## config.mk

```make
export PLATFORM = sky130hd
export DESIGN_NAME = wb_line_master
export DESIGN_NICKNAME = d
export VERILOG_FILES = /design/src/rtl/wb_line_master.sv
export SDC_FILE = /design/constraint.sdc
export NUM_CORES = 1
export LEC_CHECK = 0
export BUFFER_PORTS_ARGS = -buffer_cell sky130_fd_sc_hd__clkbuf_2
export CAP_MARGIN = 25
export CORE_MARGIN = 5
export CORE_UTILIZATION = 44
export CTS_CLUSTER_SIZE = 30
export DETAILED_ROUTE_END_ITERATION = 12
export GPL_TIMING_DRIVEN = 0
export HOLD_SLACK_MARGIN = 0.05
export PLACE_DENSITY = 0.9
export SLEW_MARGIN = 20
export SYNTH_ARGS = -nofsm -noshare
export SYNTH_HDL_FRONTEND = slang
export SYNTH_SLANG_ARGS = --single-unit
export TNS_END_PERCENT = 10
```

## constraint.sdc

```tcl
create_clock -name clk -period 2.5 [get_ports clk]
set_clock_uncertainty 0.05 [all_clocks]
set_input_delay 0.125 -clock clk [delete_from_list [all_inputs] [get_ports clk]]
set_output_delay 0.125 -clock clk [all_outputs]
set_load 0.02 [all_outputs]
```

## src/rtl/wb_line_master.sv

```systemverilog
// Wishbone B4 line-transfer master: wrapping critical-word-first bursts, define WBM_BURST_EN for registered bursts.
// Latency: cyc/stb one cycle after accept, rsp one cycle after each ack; back-pressure via req_ready (IDLE only) and wd_pop.
module wb_line_master #(
   parameter int LINE_WORDS = 4
) (
   input  logic        clk,
   input  logic        rst,
   input  logic        req_valid,
   output logic        req_ready,
   input  logic [31:0] req_addr,
   input  logic        req_we,
   input  logic [31:0] wd_data,
   output logic        wd_pop,
   output logic        rsp_valid,
   output logic [31:0] rsp_data,
   output logic        rsp_last,
   output logic        rsp_err,
   output logic [31:0] dwbm_addr,
   output logic [31:0] dwbm_dat_w,
   output logic [3:0]  dwbm_sel,
   output logic        dwbm_cyc,
   output logic        dwbm_stb,
   output logic [2:0]  dwbm_cti,
   output logic [1:0]  dwbm_bte,
   output logic        dwbm_we,
   input  logic [31:0] dwbm_dat_r,
   input  logic        dwbm_ack,
   input  logic        dwbm_err
);

   localparam int IW = $clog2(LINE_WORDS);

`ifdef WBM_BURST_EN
   localparam logic [1:0] BTE     = (LINE_WORDS == 4) ? 2'b01 : (LINE_WORDS == 8) ? 2'b10 : 2'b11;
   localparam logic [2:0] CTI_INC = 3'b010;
   localparam logic [2:0] CTI_END = 3'b111;
   localparam logic       BURST   = 1'b1;
`else
   localparam logic [1:0] BTE     = 2'b00;
   localparam logic [2:0] CTI_INC = 3'b000;
   localparam logic [2:0] CTI_END = 3'b000;
   localparam logic       BURST   = 1'b0;
`endif

   typedef enum logic {IDLE, BUS} state_t;
   state_t state;

   logic [IW-1:0] beat;
   logic [IW-1:0] idx_nxt;
   logic          last_beat;
   logic          take;
   logic          bus_ack;
   logic          bus_err;
   logic          unused_addr;

   assign unused_addr = ^req_addr[1:0];

   assign last_beat  = &beat;
   assign idx_nxt    = dwbm_addr[IW+1:2] + IW'(1);
   assign take       = (state == BUS) && dwbm_cyc && dwbm_stb;
   // err dominates ack when both arrive together
   assign bus_err    = take && dwbm_err;
   assign bus_ack    = take && dwbm_ack && !dwbm_err;

   assign req_ready  = (state == IDLE);
   assign dwbm_dat_w = wd_data;
   assign dwbm_sel   = 4'hF;
   assign dwbm_bte   = dwbm_cyc ? BTE : 2'b00;
   assign wd_pop     = dwbm_ack & dwbm_cyc & dwbm_stb & dwbm_we & ~dwbm_err;

   always_ff @(posedge clk) begin
      if (rst) begin
         state     <= IDLE;
         dwbm_cyc  <= 1'b0;
         dwbm_stb  <= 1'b0;
         dwbm_we   <= 1'b0;
         dwbm_cti  <= 3'b000;
         dwbm_addr <= 32'h0;
         beat      <= '0;
         rsp_valid <= 1'b0;
         rsp_data  <= 32'h0;
         rsp_last  <= 1'b0;
         rsp_err   <= 1'b0;
      end else begin
         rsp_valid <= 1'b0;
         rsp_last  <= 1'b0;
         rsp_err   <= 1'b0;
         case (state)
            IDLE: begin
               if (req_valid) begin
                  state     <= BUS;
                  dwbm_cyc  <= 1'b1;
                  dwbm_stb  <= 1'b1;
                  dwbm_we   <= req_we;
                  dwbm_addr <= {req_addr[31:2], 2'b00};
                  dwbm_cti  <= CTI_INC;
                  beat      <= '0;
               end
            end
            BUS: begin
               if (bus_err) begin
                  state     <= IDLE;
                  dwbm_cyc  <= 1'b0;
                  dwbm_stb  <= 1'b0;
                  dwbm_cti  <= 3'b000;
                  rsp_valid <= 1'b1;
                  rsp_err   <= 1'b1;
                  rsp_last  <= 1'b1;
               end else if (bus_ack) begin
                  rsp_valid <= ~dwbm_we;
                  rsp_last  <= last_beat & ~dwbm_we;
                  if (!dwbm_we)
                     rsp_data <= dwbm_dat_r;
                  if (last_beat) begin
                     state    <= IDLE;
                     dwbm_cyc <= 1'b0;
                     dwbm_stb <= 1'b0;
                     dwbm_cti <= 3'b000;
                  end else begin
                     // only the word index wraps; the line base stays put
                     beat                <= beat + IW'(1);
                     dwbm_addr[IW+1:2]   <= idx_nxt;
                     dwbm_cti            <= (beat == IW'(LINE_WORDS - 2)) ? CTI_END : CTI_INC;
                     dwbm_stb            <= BURST;
                  end
               end else if (!dwbm_stb) begin
                  dwbm_stb <= 1'b1;
               end
            end
            default: state <= IDLE;
         endcase
      end
   end

endmodule

```

==> results of run 1 <==
-- stage by stage --
stage,utilization [%],std cells,cell area [µm²]
final,71.95,702,4807
after CTS,71.87,700,4802
after global routing,71.87,700,4802
after global placement,59.12,622,3950
after detailed placement,59.12,622,3950
after floorplan,-,373,3004
-- worst reg2reg max path, cell delays in order, from the launching register on --
cell and delay [ns]:
dfxtp_1 0.50, nand3_4 0.16, or3_1 0.34, buf_6 0.15
buf_6 0.14, nand2_1 0.08, a21oi_1 0.08
-- per-layer routing --
layer  share of wire [%]  wire, µm
met1                  35      3514
met2                  53      5252
met3                 8.8       870
met4                 2.8       279
met5                   0         0
-- cell type report --
type,count,area [µm²],share of cell area [%]
Timing Repair Buffer,231,1466,30.51
Sequential cell,71,1421,29.57
Multi-Input combinational cell,235,1131,23.53
Buffer,64,440.4,9.162
Clock buffer,11,151.4,3.149
Tap cell,80,100.1,2.082
Clock inverter,5,80.08,1.666
Inverter,3,11.26,0.2343
Antenna cell,2,5.005,0.1041
-- state kept, by name (all words and copies together), names as in the netlist --
| register | cells |
|---|---|
| rsp_last | 1 |
| dwbm_cyc | 1 |
| dwbm_stb | 1 |
| rsp_valid | 1 |
| rsp_data | 32 |
| rsp_err | 1 |
| beat | 2 |
| state | 1 |
| dwbm_we | 1 |
| dwbm_addr | 30 |
-- final timing paths --
kind                     start      endpoint  slack, ns  cells past startpoint
hold reg to reg   rsp_data[10]  rsp_data[10]       0.41                      2
setup reg to reg         state  rsp_data[29]       0.88                      6
setup / recovery      dwbm_stb        wd_pop       0.85                      4
hold / removal     req_addr[2]  dwbm_addr[2]       0.09                      3
-- kinds of logic (layout without fill, tap and decap cells) --
kind of cell               Yosys count  in the layout  synth area share [%]
AOI/OAI and AO/OA                   74             74                 14.66
adders and majority gates            1              1                0.4212
buffers and inverters               67            314                 15.21
DFF                                 71             71                 47.85
muxes                                1              1                0.3791
other                                2             13                0.2528
and+or+nand+nor                    148            148                 21.23
-- Yosys cell counts (2+ instances only) --
library cell / instances
nand2_1: 116
dfxtp_1: 71
conb_1: 2
nor3_1: 2
a21oi_1: 55
buf_2: 4
nor2_1: 10
a22o_1: 3
inv_1: 3
nand2_2: 10
buf_4: 44
a21oi_2: 11
clkbuf_1: 12
buf_6: 4
nor2b_1: 2
-- layout by cell type (no fill, tap or decap), types with 2 or more instances in the layout --
cell / n
clkbuf_1: 12
buf_4: 44
buf_2: 4
a21oi_2: 11
dlygate4sd3_1: 62
nor3_1: 2
nand2_1: 116
a21oi_1: 55
dfxtp_1: 71
clkbuf_2: 169
clkinvlp_4: 2
inv_1: 3
diode_2: 2
buf_6: 4
a22o_1: 3
conb_1: 11
nor2b_1: 2
bufinv_16: 2
nand2_2: 10
clkbuf_8: 11
nor2_1: 10
-- timing repair --
action	4_1_cts	5_1_grt
setup buffers	0	0
hold endpoints to repair	63	0
hold buffers	62	0
-- where the power goes --
group / switching, mW / internal, mW / leakage (nW)
logic: 0.247 / 0.222 / 1.57
clock network: 0.416 / 0.615 / 0.112
registers: 0.0285 / 1.17 / 0.578
total: 0.692 / 2.00 / 2.26
==> impl_results.md, run 1 <==
- GRT Max-Usage Layer: met2
- Period utilization: 66.17%
- CP peak stage delay: 0.46 ns
- DP HPWL: 6609 µm
- Leakage power: 2.260 nW
- Final min period: 1.654 ns
- Final Power: 2.696 mW
- First-pass GRT wire length: 15,510 µm
- Worst skew pair latency: 0.33 ns
- Layout cells sized above 1: 42.10%
- Vias in the first global route: 3,426
- Top area cells in the synthesized netlist: dfxtp_1, nand2_1, buf_4, a21oi_1, a21oi_2
- Ys Warns: 0
- Slew @ Worst Pin: 0.6474 ns
- Initial Utilization: 44.46%
- Synthesized instance count: 364
- CP endpoint kind: output pin
- Final hold violations: 0
- Data arrival time of the worst path: 1.48 ns
- Layout net count: roughly 720
- Root Buffer: clkbuf_8
- RSZ-0062 raised after global routing: no
- # rows: 30
- Clock sink total: 71
- WP data required: roughly 2.3 ns
- Post-synth top area cell: dfxtp_1
- Avg Synthesized Cell Area: ~8.2 µm²
- Initial antenna violation count: 0
- Worst slack at placement: 0.9121 ns
- Clock buffer depth: 2
- Syn Std Cell Area: around 3000 µm²
- Min-delay worst type: in -> reg
- Critical path type: reg -> out
- Grt met1 use: 23.25%
- Max_cap viols: 0
- GRT Overall Usage: 22.80%
- Io pins: 215
- Post-synthesis cell type count: 30
- Routed Antenna Nets: 0
- Reg clk slew, reported paths: 0.07 ns
- Worst hold slack: 0.09187 ns
- Die ar.: 8494 µm²
- Avg WL per Cell: about 14 µm
- Drt pass-1 iters: 4
- Crit-path cells: nand2_1 > nor2_1 > and2_1 > clkbuf_2
- Port-buffer cells: between 150 and 200
- Sequential fraction of the synthesis area: 47.85%
- CTS tree: built
- Routed via count: 3,323
- Filler cells: slightly above 500
- Startpoint types: flop
- Pin count of the biggest net entering global routing: 13
- Post-cts sizing count: 0
- Peak supply drop: 0.5042 mV
- Grt total ovfl: 0
- Fin worst setup slack: 0.8457 ns
- Critical-path maximum fanout: 5
- Final Max Tran Viols: 0
- Die Wd: between 90 and 100 µm
- Power density over cell area: 560.8 nW/µm²
- Slowest stage cell, crit path: dfxtp_1
- Ys async rst share: 0%
- Vias per cell: 4.734
- Fmax: 604.5 MHz
- Worst path top cell family by delay: simple AND/OR/NAND/NOR gates
- Global Route met2 Usage: between 40% and 50%
- Number of synthesized flops with an enable pin: 0
- Area delta synth->final: 61.84%
- Placer's final routability congestion estimate: 0.8019
- Core Box Area: about 6700 µm²
- Total wire length after detailed routing: 9917 µm
- TNS Setup: 0 ns
- Met3 Track Usage GR: 6.645%
- DIE HEIGHT: 92.17 µm
- Top_reg_cell synth: dfxtp_1
- Register bit total from synthesis: 71
- Htree depth: 3
- Top-area cell type share of the netlist area: between 40% and 50%
- Setup violators final: 0
- Crit path buf inv count: 1
- Status: finished, final reports clean
- Cts bufs inserted: 9
- Detailed Route Iter0 Violations: 61
- DR DRC count: 0
- Max-Slew Margin vs Limit: 56.84%
No activity file was read; power rests on OpenSTA's default activity.
==> run 2: changes to the inputs <==
--- a/config.mk
+++ b/config.mk
@@ -8,12 +8,12 @@
 export BUFFER_PORTS_ARGS = -buffer_cell sky130_fd_sc_hd__clkbuf_2
 export CAP_MARGIN = 25
 export CORE_MARGIN = 5
-export CORE_UTILIZATION = 44
+export CORE_UTILIZATION = 41
 export CTS_CLUSTER_SIZE = 30
 export DETAILED_ROUTE_END_ITERATION = 12
 export GPL_TIMING_DRIVEN = 0
 export HOLD_SLACK_MARGIN = 0.05
-export PLACE_DENSITY = 0.9
+export PLACE_DENSITY = 0.85
 export SLEW_MARGIN = 20
 export SYNTH_ARGS = -nofsm -noshare
 export SYNTH_HDL_FRONTEND = slang
==> constraint.sdc (replaced) <==
create_clock -name clk -period 1.6 [get_ports clk]
set_clock_uncertainty 0.05 [all_clocks]
set_input_delay 0.08 -clock clk [delete_from_list [all_inputs] [get_ports clk]]
set_output_delay 0.08 -clock clk [all_outputs]
set_load 0.02 [all_outputs]
==> impl_results.md, run 2 (synthesized netlist as in run 1, its figures left out) <==
- Status: finished, final reports clean (unchanged)
- # rows: 31 (was 30)
- Vias in the first global route: 3,293 (was 3,426)
- CTS tree: built (unchanged)
- Htree depth: 3 (unchanged)
- Total wire length after detailed routing: 10,030 µm (was 9917 µm)
- Area delta synth->final: 65.08% (was 61.84%)
- Final hold violations: 0 (unchanged)
- Worst hold slack: 0.07382 ns (was 0.09187 ns)
- Post-layout util: 68.71% (was 71.95%)
- Sequential cell area: 1425 µm² (was 1421 µm²)
- Routed Antenna Nets: 0 (unchanged)
- Fin worst setup slack: 0.07145 ns (was 0.8457 ns)
- Internal: 3.302 mW (was 2.004 mW)
- Initial Utilization: 41.62% (was 44.46%)
- Final Power: 4.405 mW (was 2.696 mW)
- Reg clk slew, reported paths: 0.07 ns (about the same)
- First-pass GRT wire length: 15,250 µm (was 15,510 µm)
- Avg WL per Cell: 13.89 µm (was 14.13 µm)
- Detailed Route Iter0 Violations: 110 (was 61)
- Combinational share of power: 17.0% (was 17.4%)
- TNS Setup: 0 ns (unchanged)
- Max reg flops: 32 (unchanged)
- Worst slack at placement: 0.01495 ns (was 0.9121 ns)
- Die ar.: 9047 µm² (was 8494 µm²)
- Post-CTS Setup Bufs: 0 (unchanged)
- Grt total ovfl: 0 (unchanged)
- Critical path type: in -> reg (was reg -> out)
- Sequential Power Share: 42.4% (was 44.4%)
- Worst skew pair latency: 0.34 ns (was 0.33 ns)
- Period utilization: between 90% and 100%
- Initial antenna violation count: 0 (unchanged)
- Commonest non-fill, non-tap cell in the layout: clkbuf_2 (unchanged)
- Max-Slew Margin vs Limit: 54.26% (was 56.84%)
- Max_cap viols: 0 (unchanged)
- Final Cell Area: 4903 µm² (was 4807 µm²)
- Fin cells: 722 (was 702)
- DP HPWL: 6623 µm (was 6609 µm)
- Routed via count: 3,266 (was 3,323)
- Cells after DPL: 641 (was 622)
- Leading cell types in the layout, fill and taps excluded: clkbuf_2, nand2_1, dfxtp_1, dlygate4sd3_1, a21oi_1 (unchanged)
- Setup violators final: 0 (unchanged)
- Startpoint types: primary input (was flop)
- Pin count of the biggest net entering global routing: 13 (unchanged)
- Layout net count: 721 (was 718)
- Final Max Tran Viols: 0 (unchanged)
- DR DRC count: 0 (unchanged)
- Layout cells sized above 1: 43.34% (was 42.10%)
- WP data required: 1.75 ns (was 2.33 ns)
- Largest regs: rsp_data (32), dwbm_addr (30), beat (2) (unchanged)
- Sw frac: 25.03% (was 25.67%)
- Placer's final routability congestion estimate: 0.8532 (was 0.8019)
- Clock power frac: 40.6% (was 38.2%)
- Cts bufs inserted: 9 (unchanged)
- Filler cells: 587 (was 511)
- GRT Overall Usage: 21.57% (was 22.80%)
- Slew @ Worst Pin: 0.6861 ns (was 0.6474 ns)
- Io pins: 215 (unchanged)
- Peak supply drop: 0.4816 mV (was 0.5042 mV)
- Clock buffer depth: 2 (unchanged)
- Data arrival time of the worst path: 1.68 ns (was 1.48 ns)
- Vias per cell: 4.524 (was 4.734)
- Min-delay worst type: in -> reg (unchanged)
- Final min period: 1.529 ns
- Clock sink total: 71 (unchanged)
- CP endpoint kind: flop (was output pin)
- Net switching power: 1.103 mW (was 0.6920 mW)
- DP Area: 3974 µm² (was 3950 µm²)
- RSZ-0062 raised after global routing: no (unchanged)
- Leakage power: 2.310 nW (was 2.260 nW)
- Drt pass-1 iters: 4 (unchanged)
- DIE HEIGHT: 95.12 µm (was 92.17 µm)
- Fmax: 654.2 MHz
- Antenna diodes: 0 (was 2)
- Critical-path maximum fanout: 10 (was 5)
- Most flop-heavy register: rsp_data (unchanged)
- Power density over cell area: 898.3 nW/µm² (was 560.8 nW/µm²)
- Root Buffer: clkbuf_8 (unchanged)
- Port-buffer cells: 169 (unchanged)
- Multi-input logic area: 1146 µm² (was 1131 µm²)
- Die Wd: 95.12 µm (was 92.17 µm)
- Core Box Area: 7137 µm² (was 6681 µm²)
[run 2: changes by cell type in the layout (fill, tap and decap cells not counted), sizes merged]
cell	change
dlygate4sd3	+3
diode	-2
clkinvlp	-2
clkinv	+1
bufinv	+1
[run 2: power groups by stage]
stage	registers, mW	logic, mW	clock network [mW]
3_5_place_dp	1.91	0.602	0
6_report	1.87	0.749	1.79
5_1_grt	1.88	0.807	1.90
2_1_floorplan	1.97	0.309	0
3_3_place_gp	1.90	0.592	0
4_1_cts	1.87	0.729	1.83
[run 2: worst paths after layout]
kind	slack, ns	start	cells past startpoint	end
hold reg to reg	0.40	rsp_data[2]	2	rsp_data[2]
hold / removal	0.07	rst	4	rsp_valid
setup reg to reg	0.10	state	6	rsp_data[18]
setup / recovery	0.07	dwbm_ack	8	rsp_data[18]
[run 2: area by class of cell]
type | count | share of cell area, %
flip-flops and latches | 71 | 29.06
inverters | 3 | 0.2297
repair buffers | 234 | 30.52
clock inverters | 5 | 2.118
multi-input cells | 235 | 23.37
clock buffers | 11 | 3.088
plain buffers | 64 | 9.084
well taps | 99 | 2.526
[run 2: critical path, stage by stage]
cell and delay (ns):
dlygate4sd3_1 0.54, clkbuf_2 0.17, nand2b_4 0.10, or3_1 0.36
buf_6 0.14, buf_6 0.15, nand2_2 0.08, a21oi_2 0.05
[run 2: repair_timing]
item,CTS,global route
hold endpoints to repair,64,0
hold buffers,65,0
setup endpoints to repair,1,62
resized for setup,1,14
[run 2: layer usage]
layer,track usage [%],share of wire [%]
met5,0,0
met4,9.495,2.8
met3,7.261,10
met2,38.08,51
met1,23.28,36
==> run 3: changes to the inputs <==
--- a/config.mk
+++ b/config.mk
@@ -14,6 +14,7 @@
 export GPL_TIMING_DRIVEN = 0
 export HOLD_SLACK_MARGIN = 0.05
 export PLACE_DENSITY = 0.85
+export REMOVE_ABC_BUFFERS = 1
 export SLEW_MARGIN = 20
 export SYNTH_ARGS = -nofsm -noshare
 export SYNTH_HDL_FRONTEND = slang
==> impl_results.md, run 3 (synthesized netlist as in run 1, its figures left out) <==
- Max_cap viols: 0 (unchanged)
- Slowest stage cell, crit path: or3_4 (was dlygate4sd3_1)
- Port-buffer cells: 137 (was 169)
- Grt total ovfl: 0 (unchanged)
- Filler cells: 597 (was 587)
- Worst skew pair latency: 0.33 ns (was 0.34 ns)
- Routed Antenna Nets: 0 (unchanged)
- Clock buffer depth: 2 (unchanged)
- Worst Hold Launch: wd_data[6] (was rst)
- Detailed Route Iter0 Violations: 144 (was 110)
- Leading cell types in the layout, fill and taps excluded: clkbuf_2, nand2_1, dfxtp_1, dlygate4sd3_1, a21oi_1 (unchanged)
- Reg clk slew, reported paths: 0.08 ns (was 0.07 ns)
- Layout cells sized above 1: 35.65% (was 43.34%)
- # rows: 31 (unchanged)
- Total wire length after detailed routing: 10,470 µm (was 10,030 µm)
- Initial antenna violation count: 0 (unchanged)
- DP Area: 3406 µm² (was 3974 µm²)
- Die Wd: 95.12 µm (unchanged)
- Min-delay worst type: in -> out (was in -> reg)
- DIE HEIGHT: 95.12 µm (unchanged)
- Final Power: 4.013 mW (was 4.405 mW)
- Commonest non-fill, non-tap cell in the layout: clkbuf_2 (unchanged)
- DR DRC count: 0 (unchanged)
- Data arrival time of the worst path: 1.63 ns (was 1.68 ns)
- Final hold violations: 0 (unchanged)
- Sequential cell area: 1428 µm² (was 1425 µm²)
- Htree depth: 3 (unchanged)
- Final Cell Area: 4370 µm² (was 4903 µm²)
- RSZ-0062 raised after global routing: no (unchanged)
- First-pass GRT wire length: 15,190 µm (was 15,250 µm)
- Largest regs: rsp_data (32), dwbm_addr (30), beat (2) (unchanged)
- Initial Utilization: 41.62% (unchanged)
- Area delta synth->final: 47.14% (was 65.08%)
- Multi-input logic area: 1171 µm² (was 1146 µm²)
- Reg2reg path depth: 4 (was 6)
- Layout net count: 631 (was 721)
- DP HPWL: 6433 µm (was 6623 µm)
- CP startpoint: state (was dwbm_ack)
- Worst hold slack: 0.1102 ns (was 0.07382 ns)
- WP data required: 1.73 ns (was 1.75 ns)
- GRT Overall Usage: 22.16% (was 21.57%)
- Final min period: 1.506 ns (was 1.529 ns)
- Startpoint types: flop (was primary input)
- Vias per cell: 4.831 (was 4.524)
- Fmax: 663.9 MHz (was 654.2 MHz)
- Critical path type: reg -> reg (was in -> reg)
- TNS Setup: 0 ns (unchanged)
- Routed via count: 3,053 (was 3,266)
- Antenna diodes: 0 (unchanged)
- Die ar.: 9047 µm² (unchanged)
- Peak supply drop: 0.5469 mV (was 0.4816 mV)
- FF-to-FF Start: state (unchanged)
- Cts bufs inserted: 9 (unchanged)
- Power density over cell area: 918.1 nW/µm² (was 898.3 nW/µm²)
- CP peak stage delay: 0.56 ns (was 0.54 ns)
- Hold depth: 0 (was 4)
- CP endpoint kind: flop (unchanged)
- Status: finished, final reports clean (unchanged)
- Vias in the first global route: 2,987 (was 3,293)
- Drt pass-1 iters: 5 (was 4)
- Setup violators final: 0 (unchanged)
- Avg WL per Cell: 16.57 µm (was 13.89 µm)
- Clock sink total: 71 (unchanged)
- Leakage power: 1.918 nW (was 2.310 nW)
- Root Buffer: clkbuf_8 (unchanged)
- Max reg flops: 32 (unchanged)
- Final Max Tran Viols: 0 (unchanged)
- Pin count of the biggest net entering global routing: 67 (was 13)
- Slew @ Worst Pin: 0.8009 ns (was 0.6861 ns)
- Period utilization: 94.14% (was 95.53%)
- Post-layout util: 61.24% (was 68.71%)
- Placer's final routability congestion estimate: 0.7562 (was 0.8532)
- Crit-path cells: nand3_4 > or3_4 > nand2_1 > a21oi_1 (was dlygate4sd3_1 > clkbuf_2 > nand2b_4 > or3_1 > buf_6 > buf_6 > nand2_2 > a21oi_2)
- Max-Slew Margin vs Limit: 46.61% (was 54.26%)
- Core Box Area: 7137 µm² (unchanged)
- Io pins: 215 (unchanged)
- Most flop-heavy register: rsp_data (unchanged)
- CTS tree: built (unchanged)
- Critical-path maximum fanout: 16 (was 10)
## run 3: area by class of cell
cell class / instances / area share, %
Inverter: 3 / 0.2577
Clock buffer: 13 / 3.636
Sequential cell: 71 / 32.67
Tap cell: 99 / 2.834
Multi-Input combinational cell: 236 / 26.80
Clock inverter: 3 / 1.489
Timing Repair Buffer: 207 / 32.32
## run 3: routing by layer
metal	vias to the layer above	global-route usage, %	wire length [µm]
met5	-	2.976	0
met4	0	7.692	202
met3	23	14.05	1520
met1	1392	24.47	4074
li1	1443	-	-
met2	195	34.29	4675
## run 3: what timing repair did
action	in CTS	in global routing
setup buffers	3	0
cloned	0	1
gates resized for setup	5	7
hold buffers	65	0
setup endpoints to repair	66	38
endpoints found under the hold margin	64	0
pin swaps	1	1
## run 3: critical path, delay by kind of cell, from the launching register on
kind             cells  cell delay, ns
AND/OR/NAND/NOR      3            0.82
flip-flops           1            0.42
AO/OA/AOI/OAI        1            0.06
## run 3: final timing paths
kind	endpoint	slack (ns)
setup / recovery	rsp_data[3]	0.09
hold / removal	dwbm_dat_w[6]	0.11
setup reg to reg	rsp_data[3]	0.09
hold reg to reg	rsp_data[8]	0.40
## run 3: power breakdown
| part | total (mW) | internal [mW] | switching [mW] |
|---|---|---|---|
| clock network | 1.59 | 0.963 | 0.622 |
| registers | 1.87 | 1.83 | 0.0459 |
| logic | 0.556 | 0.256 | 0.300 |
| total | 4.01 | 3.05 | 0.968 |
## run 3: per-stage QoR
stage	instances	setup slack, ns
2_1_floorplan	309	-0.6005
3_3_place_gp	545	-1.256
3_5_place_dp	547	-0.3536
4_1_cts	631	0.008635
5_1_grt	632	0.009359
6_report	632	0.09378
